[config.mk]
export PLATFORM = sky130hd
export DESIGN_NAME = serial_deser_align
export DESIGN_NICKNAME = d
export VERILOG_FILES = /design/src/rtl/serial_deser_align.sv
export SDC_FILE = /design/constraint.sdc
export NUM_CORES = 1
export LEC_CHECK = 0
export ABC_AREA = 1
export BUFFER_PORTS_ARGS = -buffer_cell sky130_fd_sc_hd__buf_2
export CORE_MARGIN = 5
export CORE_UTILIZATION = 55
export CTS_CLUSTER_DIAMETER = 120
export CTS_CLUSTER_SIZE = 25
export DETAILED_ROUTE_END_ITERATION = 6
export MAX_ROUTING_LAYER = met4
export PLACE_DENSITY = 0.87
export SLEW_MARGIN = 0
export SYNTH_ARGS = -nofsm -noshare
export SYNTH_HDL_FRONTEND = slang
export SYNTH_SLANG_ARGS = --single-unit
[constraint.sdc]
create_clock -name clk -period 3.9 [get_ports clk]
set_clock_uncertainty 0.05 [all_clocks]
set_input_delay 0.585 -clock clk [delete_from_list [all_inputs] [get_ports clk]]
set_output_delay 0.585 -clock clk [all_outputs]
set_load 0.05 [all_outputs]
[src/rtl/serial_deser_align.sv]
// serial_deser_align: soft serial-to-parallel receiver with bit-slip word alignment.
// Bits arrive MSB-first, one per clk, and are packed into DATA_WIDTH-bit words that
// are presented with a one-cycle valid strobe. An alignment FSM slips the word
// boundary one bit later at a time until SYNC_WORD has been seen LOCK_COUNT times
// in a row. It gives up with a sticky error after 2*DATA_WIDTH slips.

module serial_deser_align #(
  parameter int         DATA_WIDTH = 8,
  parameter logic [7:0] SYNC_WORD  = 8'hB8,
  parameter int         LOCK_COUNT = 4
) (
  input  logic                          clk,
  input  logic                          rst_n,
  input  logic                          di,
  input  logic                          align_req,
  output logic [DATA_WIDTH-1:0]         dout,
  output logic                          dout_valid,
  output logic                          locked,
  output logic [$clog2(DATA_WIDTH)-1:0] slip_count,
  output logic                          err
);

  localparam int CNT_W = $clog2(DATA_WIDTH);
  localparam int ATT_W = $clog2(2 * DATA_WIDTH) + 1;

  localparam logic [CNT_W-1:0]      CNT_LAST     = CNT_W'(DATA_WIDTH - 1);
  localparam logic [ATT_W-1:0]      ATT_LIMIT    = ATT_W'(2 * DATA_WIDTH);
  localparam logic [3:0]            MATCH_TARGET = 4'(LOCK_COUNT);
  localparam logic [DATA_WIDTH-1:0] SYNC         = SYNC_WORD[DATA_WIDTH-1:0];

  typedef enum logic [1:0] {
    IDLE,
    SEARCH,
    CONFIRM,
    LOCKED
  } stateT;

  stateT r_state;
  stateT w_stateNext;

  // Only the newest DATA_WIDTH-1 bits are stored; the current di completes the word.
  logic [DATA_WIDTH-2:0] r_sr;
  logic [CNT_W-1:0]      r_cnt;
  logic [DATA_WIDTH-1:0] r_dout;
  logic                  r_doutValid;
  logic                  r_locked;
  logic [CNT_W-1:0]      r_slipCount;
  logic                  r_err;
  logic [3:0]            r_matchCnt;
  logic [ATT_W-1:0]      r_attempt;
  logic                  r_slipPending;

  logic [DATA_WIDTH-1:0] w_word;
  logic                  w_boundary;
  logic                  w_slipNow;
  logic                  w_emit;
  logic                  w_isSync;
  logic [3:0]            w_matchInc;
  logic [ATT_W-1:0]      w_attemptInc;
  logic [CNT_W-1:0]      w_cntNext;
  logic [CNT_W-1:0]      w_slipCountNext;
  logic                  w_errNext;
  logic [3:0]            w_matchCntNext;
  logic [ATT_W-1:0]      w_attemptNext;
  logic                  w_slipPendingNext;

  // Candidate word and boundary decode. An align request cancels a slip that would
  // otherwise be consumed at this boundary, so the boundary emits normally instead.
  assign w_word       = {r_sr, di};
  assign w_boundary   = (r_cnt == CNT_LAST);
  assign w_slipNow    = w_boundary && r_slipPending && !align_req;
  assign w_emit       = w_boundary && !w_slipNow;
  assign w_isSync     = (w_word == SYNC);
  assign w_matchInc   = r_matchCnt + 4'd1;
  assign w_attemptInc = r_attempt + 1'b1;

  // A slip holds the counter on its last value so the next cycle is a boundary again,
  // which moves the word window one bit later.
  assign w_cntNext = w_slipNow  ? r_cnt :
                     w_boundary ? '0    :
                                  r_cnt + 1'b1;

  // Next-state and alignment bookkeeping; align requests win over slips and compares.
  always_comb begin
    w_stateNext       = r_state;
    w_slipCountNext   = r_slipCount;
    w_errNext         = r_err;
    w_matchCntNext    = r_matchCnt;
    w_attemptNext     = r_attempt;
    w_slipPendingNext = r_slipPending;

    if (align_req) begin
      w_stateNext       = SEARCH;
      w_slipCountNext   = '0;
      w_errNext         = 1'b0;
      w_matchCntNext    = '0;
      w_attemptNext     = '0;
      w_slipPendingNext = 1'b0;
    end else if (w_slipNow) begin
      w_slipPendingNext = 1'b0;
      w_slipCountNext   = r_slipCount + 1'b1;
      w_attemptNext     = w_attemptInc;
      if (w_attemptInc == ATT_LIMIT) begin
        w_errNext   = 1'b1;
        w_stateNext = IDLE;
      end
    end else if (w_emit) begin
      case (r_state)
        IDLE: begin
        end
        SEARCH: begin
          if (w_isSync) begin
            w_matchCntNext = 4'd1;
            w_stateNext    = (MATCH_TARGET == 4'd1) ? LOCKED : CONFIRM;
          end else begin
            w_slipPendingNext = 1'b1;
          end
        end
        CONFIRM: begin
          if (w_isSync) begin
            w_matchCntNext = w_matchInc;
            if (w_matchInc == MATCH_TARGET) begin
              w_stateNext = LOCKED;
            end
          end else begin
            w_matchCntNext    = '0;
            w_stateNext       = SEARCH;
            w_slipPendingNext = 1'b1;
          end
        end
        LOCKED: begin
        end
        default: begin
          w_stateNext = IDLE;
        end
      endcase
    end
  end

  // Alignment FSM state register.
  always_ff @(posedge clk) begin
    if (!rst_n) begin
      r_state <= IDLE;
    end else begin
      r_state <= w_stateNext;
    end
  end

  // Shift register, word assembly, output strobe and alignment counters.
  always_ff @(posedge clk) begin
    if (!rst_n) begin
      r_sr          <= '0;
      r_cnt         <= '0;
      r_dout        <= '0;
      r_doutValid   <= 1'b0;
      r_locked      <= 1'b0;
      r_slipCount   <= '0;
      r_err         <= 1'b0;
      r_matchCnt    <= '0;
      r_attempt     <= '0;
      r_slipPending <= 1'b0;
    end else begin
      r_sr        <= w_word[DATA_WIDTH-2:0];
      r_cnt       <= w_cntNext;
      r_doutValid <= w_emit;
      if (w_emit) begin
        r_dout <= w_word;
      end
      r_locked      <= (w_stateNext == LOCKED);
      r_slipCount   <= w_slipCountNext;
      r_err         <= w_errNext;
      r_matchCnt    <= w_matchCntNext;
      r_attempt     <= w_attemptNext;
      r_slipPending <= w_slipPendingNext;
    end
  end

  assign dout       = r_dout;
  assign dout_valid = r_doutValid;
  assign locked     = r_locked;
  assign slip_count = r_slipCount;
  assign err        = r_err;

endmodule
==> impl_metrics.toml <==
[logic_synthesis]
ys_types = 27
seq_area_frac_synth = 0.426
syn_area_per_cell_um2 = 7.72
ys_top_cells_by_area = "dfxtp_1, inv_1, nand2_1"
synth_top_area_frac = 0.426
synth_top_area_cell = "dfxtp_1"
synth_fp_nets = 231
ys_ff_latch = 36
syn_area_mm2 = 0.00169
synth-warning-count = 0
netlist_instances = 219

[routing]
drtIter0Drc = 53
drt-vias-per-instance = 5.13
wirelength_um = 3120
antenna_left = 0
vias = 1400
first_pass_iters = 4
routedWlPerCell_um = 11.4
drc = 0

[floorplan]
start_util = 0.563
rows = 20
core_mm2 = 0.00300
pin_count = 18
die_height_um = 65.5
design.die.area_mm2 = 0.00429
die_w_um = 65.5

[sta]
relSlewSlack = 0.735
worstMarginPinSlew_ns = 0.396
hold_viol = 0
finalSetupTns_ns = 0
fmax_mhz = 522
drv_slew = 0
rsz0062_at_grt = "false"
fin_crit_ns = 1.92
fin_crit_sh = 0.492
setup_viol = 0
layout_setup_ws_ns = 1.98

[layout]
nNetsFinal = 251
final_common_cell = "dfxtp_1"
drive_above_1_share = 0.213
finalCoreUtilization = 0.621
diodes = 0
syn_to_final_growth_pct = 10.2
layout_common_cells = "dfxtp_1, inv_1, nand2_1"
fin_cells = 273
fin_area_mm2 = 0.00186

[placement]
dpl-instance-area_mm2 = 0.00179
dp.cells = 265
preCtsSetupSlack_ns = 1.99
place.gp.congestion = 0.819
detailed_place_hpwl_um = 2360
numPortBuffers = 17

[setup_path]
path_depth = 11
r2r-start = "r_cnt[0]$_SDFFE_PN0N_"
max_stage_delay_ns = 0.36
path_cells = "ha_1 > ha_1 > inv_1 > a21oi_4 > nand3_4 > nand3_2 > nand2_2 > nand2_2 > nand2_1 > nand2_1 > inv_1"
critPathBufInv = 2
crit_slowest_cell = "dfxtp_1"
r2r_slack_ns = 1.98
cp_data_required_time_ns = 4.10
crit_type = "flip-flop to flip-flop"
crit_path_end_kind = "flip-flop"
cp_top_family = "simple AND/OR/NAND/NOR gates"
critPathLaunchType = "flip-flop"
rr_worst_depth = 11
path_max_fanout = 15
crit_arrival_ns = 2.12
r2r-end = "locked$_SDFF_PN0_"

[cts]
cts_buffer_depth = 2
clock_latency_ns = 0.34
cts_tree = "built"
cts_num_sinks = 36
cts_made_buffers = 5
post-cts-setup-buffer-count = 0
clk_pin_slew_ns = 0.10
cts_resized = 0
holdBufCountCts = 0
cts_root_buf = "clkbuf_4"
htree_levels = 2

[power_and_ir_drop]
power_frac_comb = 0.051
power_frac_seq = 0.566
clockPowerShare = 0.383
p_int_uw = 518
power.density_mw_per_mm2 = 357
peakVddDrop_mv = 0.259
p_leak_uw = 0.000892
swShare = 0.221
p_switching_uw = 147

[global_route]
antenna_found_initial = 0
grt-ovfl-total = 0
grt_pass1_vias = 1292
grt_first_pass_wirelength_um = 5600
grt_start_max_net_pins = 20
gr-usage-all-layers = 0.174

[outcome]
status = "completed"

[worst_hold_path]
holdCritStartpoint = "r_sr[4]$_SDFF_PN0_"
min_to = "r_sr[5]$_SDFF_PN0_"
hold_depth = 2
hold_class = "flip-flop to flip-flop"

[flow_run]
maxCapViolCount = 0
==> sequential cells by signal, summed over array words and instances (netlist names) <==
signal,flops
dout,8
dout_valid,1
err,1
locked,1
r_attempt,5
r_cnt,3
r_matchCnt,4
r_slipPending,1
r_sr,7
r_state,2
slip_count,3
==> tightest hold or removal path: stages, from the launching register on <==
cell	delay (ns)
dfxtp_1	0.34
nand2_1	0.06
inv_1	0.03
==> power by group through the flow <==
stage	logic (uW)	registers [uW]	clock network [uW]
after detailed placement	33.3	385	0
after floorplan	23.9	387	0
after CTS	33.7	377	260
after global placement	32.1	385	0
final	33.6	377	255
after global routing	38.8	378	276
==> metrics by stage <==
| step | power [uW] | hold slack [ns] |
|---|---|---|
| floorplan | 411 | 0.367 |
| global route | 693 | 0.418 |
| finish | 665 | 0.405 |
| CTS | 671 | 0.397 |
| detailed placement | 419 | 0.388 |
| global placement | 417 | 0.378 |
==> Yosys cell counts, drive strengths merged <==
cell type   n
inv        39
a21oi      19
nand3      13
ha          8
nand4       3
a21boi      1
o211ai      1
nand2      41
dfxtp      36
nor3        1
o21ai      24
buf         3
xnor2       1
clkbuf      1
nor2       28
==> area by class of cell <==
cell class | instances | area, um2
clock buffers | 6 | 41.3
clock inverters | 2 | 35.0
fillers | 271 | 1140
inverters | 39 | 146
multi-input cells | 140 | 795
flip-flops and latches | 36 | 721
well taps | 33 | 41.3
repair buffers | 17 | 85.1
==> cells by family after synthesis <==
family,after synthesis,synth area share
compound gates,45,0.154
xor+xnor,1,0.00518
fa+ha+maj,8,0.0592
buf+inv,43,0.104
flops,36,0.426
simple gates,86,0.251
==> worst max path at each step <==
stage / start / end / slack (ns)
6_report: r_cnt[0]$_SDFFE_PN0N_ / locked$_SDFF_PN0_ / 1.98
5_1_grt: r_cnt[0]$_SDFFE_PN0N_ / locked$_SDFF_PN0_ / 1.76
4_1_cts: r_cnt[0]$_SDFFE_PN0N_ / locked$_SDFF_PN0_ / 1.98
3_5_place_dp: r_cnt[0]$_SDFFE_PN0N_ / locked$_SDFF_PN0_ / 1.99
3_3_place_gp: r_cnt[0]$_SDFFE_PN0N_ / locked$_SDFF_PN0_ / 2.05
2_1_floorplan: r_cnt[0]$_SDFFE_PN0N_ / locked$_SDFF_PN0_ / 2.34
==> per-layer routing <==
metal	GRT usage	wire length (um)	vias to the layer above
met2	0.281	1510	28
li1	-	-	734
met4	0.0777	63	0
met1	0.196	1360	633
met3	0.0564	179	5
met5	-	0	-
No activity file was read; power rests on OpenSTA's default activity.
